--- src/rtl/perip_tone_env.sv ---
// Memory-mapped tone generator: a 24-bit phase accumulator feeds one of three waveforms,
// the waveform is scaled by an attack/sustain/release envelope, and each sample goes out with a one-cycle strobe.
module perip_tone_env #(
  parameter int unsigned SAMPLE_DIV = 1042
) (
  input  logic        clk,
  input  logic        reset,
  input  logic [31:0] d_in,
  input  logic        cs,
  input  logic [31:0] addr,
  input  logic        rd,
  input  logic        wr,
  output logic [31:0] d_out,
  output logic [7:0]  sample,
  output logic        sample_valid
);

  localparam int unsigned STAGES  = 1;
  localparam logic [15:0] DIV_LAST = 16'(SAMPLE_DIV - 1);
  localparam logic [15:0] LVL_MAX  = 16'hFFFF;

  localparam logic [2:0] A_CTRL = 3'd0;
  localparam logic [2:0] A_PINC = 3'd1;
  localparam logic [2:0] A_ATT  = 3'd2;
  localparam logic [2:0] A_REL  = 3'd3;
  localparam logic [2:0] A_STAT = 3'd4;
  localparam logic [2:0] A_SAMP = 3'd5;

  typedef enum logic [1:0] {
    ENV_IDLE    = 2'd0,
    ENV_ATTACK  = 2'd1,
    ENV_SUSTAIN = 2'd2,
    ENV_RELEASE = 2'd3
  } env_e;

  typedef struct packed {
    logic [1:0] wave;
    logic       gate;
    logic       enable;
  } ctrl_t;

  ctrl_t       ctrl_q;
  logic [23:0] phase_inc_q;
  logic [15:0] attack_q, release_q;

  logic [15:0] div_q;
  logic [23:0] phase_q, phase_d;
  env_e        state_q, state_d;
  logic [15:0] level_q, level_d;
  logic [16:0] att_sum;
  logic [7:0]  p, wave_val;
  logic [15:0] product;
  logic [7:0]  stage_q, stage_d;
  logic [STAGES:0] vld_pipe_q;
  logic [7:0]  sample_q;
  logic [31:0] d_out_q, rdata;

  logic [2:0]  reg_sel;
  logic        wr_en, rd_en, tick;
  logic        unused_bits;

  assign reg_sel     = addr[4:2];
  assign wr_en       = cs & wr;
  assign rd_en       = cs & rd;
  assign tick        = ctrl_q.enable && (div_q == DIV_LAST);
  assign unused_bits = ^{addr[31:5], addr[1:0], d_in[31:24]};

  // Register file; STATUS and SAMPLE are read-only, unmapped offsets swallow writes.
  always_ff @(posedge clk or posedge reset) begin
    if (reset) begin
      ctrl_q      <= '0;
      phase_inc_q <= '0;
      attack_q    <= '0;
      release_q   <= '0;
    end else if (wr_en) begin
      case (reg_sel)
        A_CTRL:  ctrl_q      <= ctrl_t'(d_in[3:0]);
        A_PINC:  phase_inc_q <= d_in[23:0];
        A_ATT:   attack_q    <= d_in[15:0];
        A_REL:   release_q   <= d_in[15:0];
        default: ;
      endcase
    end
  end

  // Envelope next-state; only moves on a sample tick.
  always_comb begin
    state_d = state_q;
    level_d = level_q;
    att_sum = {1'b0, level_q} + {1'b0, attack_q};
    if (tick) begin
      case (state_q)
        ENV_IDLE: begin
          level_d = '0;
          if (ctrl_q.gate) state_d = ENV_ATTACK;
        end
        ENV_ATTACK: begin
          if (!ctrl_q.gate) begin
            state_d = ENV_RELEASE;
          end else if (attack_q == '0 || att_sum >= 17'h0FFFF) begin
            level_d = LVL_MAX;
            state_d = ENV_SUSTAIN;
          end else begin
            level_d = att_sum[15:0];
          end
        end
        ENV_SUSTAIN: begin
          level_d = LVL_MAX;
          if (!ctrl_q.gate) state_d = ENV_RELEASE;
        end
        ENV_RELEASE: begin
          if (ctrl_q.gate) begin
            state_d = ENV_ATTACK;
          end else if (release_q == '0 || level_q <= release_q) begin
            level_d = '0;
            state_d = ENV_IDLE;
          end else begin
            level_d = level_q - release_q;
          end
        end
        default: ;
      endcase
    end
  end

  always_ff @(posedge clk or posedge reset) begin
    if (reset) begin
      state_q <= ENV_IDLE;
      level_q <= '0;
    end else if (!ctrl_q.enable) begin
      state_q <= ENV_IDLE;
      level_q <= '0;
    end else begin
      state_q <= state_d;
      level_q <= level_d;
    end
  end

  // Sample is formed at the tick edge from the post-tick phase/level so the wave
  // select in force during the tick cycle is the one that shapes it.
  always_comb begin
    phase_d = phase_q + phase_inc_q;
    p       = phase_d[23:16];
    case (ctrl_q.wave)
      2'b01:   wave_val = p;
      2'b10:   wave_val = p[7] ? ~{p[6:0], 1'b0} : {p[6:0], 1'b0};
      default: wave_val = p[7] ? 8'h00 : 8'hFF;
    endcase
    product = {8'h00, wave_val} * {8'h00, level_d[15:8]};
    stage_d = product[15:8];
  end

  always_ff @(posedge clk or posedge reset) begin
    if (reset) begin
      div_q      <= '0;
      phase_q    <= '0;
      stage_q    <= '0;
      vld_pipe_q <= '0;
      sample_q   <= '0;
    end else if (!ctrl_q.enable) begin
      div_q      <= '0;
      phase_q    <= '0;
      stage_q    <= '0;
      vld_pipe_q <= '0;
      sample_q   <= '0;
    end else begin
      div_q      <= tick ? '0 : div_q + 16'd1;
      vld_pipe_q <= {vld_pipe_q[STAGES-1:0], tick};
      if (tick) begin
        phase_q <= phase_d;
        stage_q <= stage_d;
      end
      if (vld_pipe_q[0]) sample_q <= stage_q;
    end
  end

  always_comb begin
    rdata = '0;
    case (reg_sel)
      A_CTRL:  rdata = {28'h0, ctrl_q};
      A_PINC:  rdata = {8'h0, phase_inc_q};
      A_ATT:   rdata = {16'h0, attack_q};
      A_REL:   rdata = {16'h0, release_q};
      A_STAT:  rdata = {level_q, 14'h0, state_q};
      A_SAMP:  rdata = {24'h0, sample_q};
      default: ;
    endcase
  end

  always_ff @(posedge clk or posedge reset) begin
    if (reset)      d_out_q <= '0;
    else if (rd_en) d_out_q <= rdata;
  end

  assign d_out        = d_out_q;
  assign sample       = sample_q;
  assign sample_valid = vld_pipe_q[STAGES];

endmodule

--- config.mk ---
export PLATFORM = sky130hd
export DESIGN_NAME = perip_tone_env
export DESIGN_NICKNAME = d
export VERILOG_FILES = /design/src/rtl/perip_tone_env.sv
export SDC_FILE = /design/constraint.sdc
export NUM_CORES = 1
export LEC_CHECK = 0
export CAP_MARGIN = 20
export CORE_ASPECT_RATIO = 1.75
export CORE_UTILIZATION = 43
export CTS_CLUSTER_DIAMETER = 30
export DETAILED_ROUTE_END_ITERATION = 10
export HOLD_SLACK_MARGIN = 0.15
export PLACE_DENSITY = 0.71
export SLEW_MARGIN = 20
export SYNTH_ARGS = -nofsm -noshare
export SYNTH_HDL_FRONTEND = slang
export SYNTH_SLANG_ARGS = --single-unit
--- constraint.sdc ---
create_clock -name clk -period 7.3 [get_ports clk]
set_input_delay 1.46 -clock clk [delete_from_list [all_inputs] [get_ports clk]]
set_output_delay 1.46 -clock clk [all_outputs]
set_load 0.02 [all_outputs]
==> key figures <==
Drt
  • Vias per inst: 5.92
  • Remaining DRCs: 0
  • Antenna Violating Nets Remaining: 0
  • Drt wl/cell: 21.0 µm
  • Pre-antenna DRT Iters: 5
  • Total wire length: 41.3 mm
  • DRT iter0 DRCs: 660
  • Vias: 11700

Pwr
  • Cell Pwr Density: 196 nW/µm²
  • Pleak: 0.00731 µW
  • Worst vdd ir: 161 µV

STA
  • Fmax: 141 MHz
  • Hold_ws: 479 ps
  • Fin crit share: 97.0%
  • Clk_skew: 16.1 ps
  • Hold Vio Cnt, Final: 0
  • Slew Viols, Final: 0
  • Final setup violation count: 0
  • Setup_tns: 0 ps
  • Least-Margin Pin Slew: 1030 ps
  • Minimum clock period: 7080 ps
  • Slew margin rel.: 30.7%

Final layout
  • Share of cells above drive strength 1: 22.5%
  • Antenna Cells: 0
  • Area delta synth->final: 23.9%
  • Post-layout util: 54.2%
  • Fin nets: 1779
  • Fill cells: 2619

Clocking
  • CTS tree: built
  • H-Tree Depth: 4
  • Clk Latency, worst-skew pair: 460 ps
  • CTS root buf: clkbuf_16
  • Reg clk slew, reported paths: 70 ps
  • Clk buf depth: 2
  • CTS Buf Count: 17
  • CTS sink cnt: 168

Synthesis
  • Main synth FF type: dfrtp_1
  • Top cells by area, synth: dfrtp_1 33%, ha_1 9.4%, fa_1 5.9%
  • Synth Cell Area: 12900 µm²
  • Netlist cell types: 90
  • Sequential share of the synthesized area: 32.7%
  • Number of synthesized flops with an enable pin: 0
  • Synth cell count leaders: 168 x dfrtp_1, 143 x nor2_1, 108 x nand2_1
  • Mapped Nets: 1588
  • Synth async-reset ratio: 100%
  • Most common cell in the netlist: dfrtp_1
  • Synth area leader: dfrtp_1
  • Warnings from Yosys: 0
  • Flops & latches, synth: 168
  • Area share of the largest cell type after synthesis: 32.7%
  • Synthesized area per cell: 9.29 µm²
  • Synth Instances: 1384

Worst setup path
  • Worst r2r src: phase_inc_q[1]
  • CP Launch Type: flip-flop
  • Max FO, Critical Path: 5
  • Slowest-stage cell, CP: fa_1
  • Worst setup EP type: flip-flop
  • Reg2Reg Capture Point: stage_q[7]
  • CP max stage delay: 550 ps
  • R2R setup slack: 220 ps
  • Crit Path Class: flip-flop to flip-flop
  • Cell mode on critical path: fa_1
  • Worst EP arrival: 7450 ps
  • CP required: 7670 ps
  • R2r worst-path depth: 26

Job
  • Max-cap violation count: 0

Global routing
  • Initial antenna violation count: 0
  • Gr ovfl total: 0
  • GRT Overall Usage: 27.3%
  • First-pass GRT wire length: 63.0 mm
  • Largest net degree at the start of global routing: 101
  • Number of global-route vias before repair: 11900

Status
  • Status: complete, no violations

Hold path
  • Hold path start: d_out[8]
  • Min-Delay Endpoint: d_out[8]
  • Tightest Hold Check Type: flip-flop to flip-flop
  • WHS Path Cells: 2

Floorplan
  • Site row count: 83
  • DIE AREA: 30600 µm²
  • I/O Pins: 110
  • Chip width: 133 µm
  • Die height: 231 µm
  • Core ar.: 29400 µm²
  • Initial Util: 43.7%

Place
  • GP Congestion: 0.972
  • I/O Buffers: 72
  • Detail Placement HPWL: 32.0 mm
-- report_power, final --
part	switching, µW	internal (µW)
sequential	111	1030
clock	430	494
combinational	587	475
total	1130	2000
-- critical path: cells and delay by family (launching register included) --
family	cells	cell delay, ps
muxes	1	190
DFF	1	440
AOI/OAI and AO/OA	15	3030
buffers and inverters	2	100
adders and majority gates	6	2730
and+or+nand+nor	2	490
-- per-layer routing --
layer	GRT usage, %	vias to the layer above	routed length (µm)
li1	-	5352	-
met1	25.9	5760	13800
met5	0	-	0
met3	3.84	177	1440
met4	25.6	0	4000
met2	50.1	367	22000
-- metrics by stage --
stage	total power [µW]	instances	setup WS [ps]	cell area (µm²)
global route	3260	1970	-86.3	15900
CTS	3090	1958	16.4	15500
detailed placement	2150	1924	-122	14900
global placement	2130	1924	-21.3	14900
floorplan	1720	1384	450	12900
finish	3130	1970	219	15900
-- cell type report --
type | instances | area, µm² | area share [%]
flip-flops and latches | 168 | 4200 | 26.4
clock inverters | 14 | 156 | 0.982
well taps | 382 | 478 | 3.00
multi-input cells | 1065 | 8390 | 52.7
repair buffers | 226 | 1890 | 11.9
inverters | 97 | 372 | 2.33
clock buffers | 18 | 439 | 2.76
-- layout by cell type (no fill, tap or decap), types with 7 or more instances in the layout --
master             n
a211o_1            8
a211oi_1          15
a21o_1            23
a21oi_1           72
a21oi_2           18
a22o_1            24
a22oi_1           17
a31oi_1           10
and2_1            12
and3_1            14
buf_4            151
clkbuf_16         17
clkdlybuf4s50_1   72
dfrtp_1          168
fa_1              34
ha_1              90
inv_1             92
mux2_2            66
mux2i_1           16
nand2_1          108
nand3_1           32
nand4_1           15
nor2_1           139
nor2b_1           10
nor3_1             9
o211ai_1           9
o21a_1            20
o21ai_0           55
o21ai_1           14
o22a_1             7
or2_1             13
or3_1              9
xnor2_1           30
xor2_1            19
-- registers in the layout, indices dropped and copies added, names as in the netlist --
register,cells
d_out,32
phase_inc_q,24
phase_q,24
attack_q,16
div_q,16
level_q,16
release_q,16
sample,8
stage_q,8
ctrl_q,4
state_q,2
vld_pipe_q,2
-- logic make-up (layout without fill, tap and decap cells) --
family | Yosys count | count (layout) | synth area share (%)
DFF | 168 | 168 | 32.7
and+or+nand+nor | 422 | 422 | 15.9
muxes | 83 | 83 | 7.11
buffers and inverters | 151 | 355 | 4.70
AOI/OAI and AO/OA | 373 | 373 | 20.7
adders and majority gates | 135 | 135 | 15.4
xor gates and xnor gates | 52 | 52 | 3.54
-- what timing repair did --
item / CTS / global route
endpoints found under the setup margin: 4 / 8
pin swaps: 3 / 44
setup buffers: 2 / 13
gates resized for setup: 6 / 73
cloned: 0 / 0
hold buffers: 0 / 0
-- how the worst max path moves through the flow --
| stage | startpoint | to | slack (ps) |
|---|---|---|---|
| detailed placement | level_q[1] | stage_q[7] | -120 |
| floorplan | level_q[1] | stage_q[7] | 450 |
| CTS | level_q[0] | stage_q[7] | 20 |
| global route | phase_inc_q[12] | stage_q[7] | -90 |
| finish | phase_inc_q[1] | stage_q[7] | 220 |
| global placement | level_q[1] | stage_q[7] | -20 |
(Power assumes the default switching activity.)
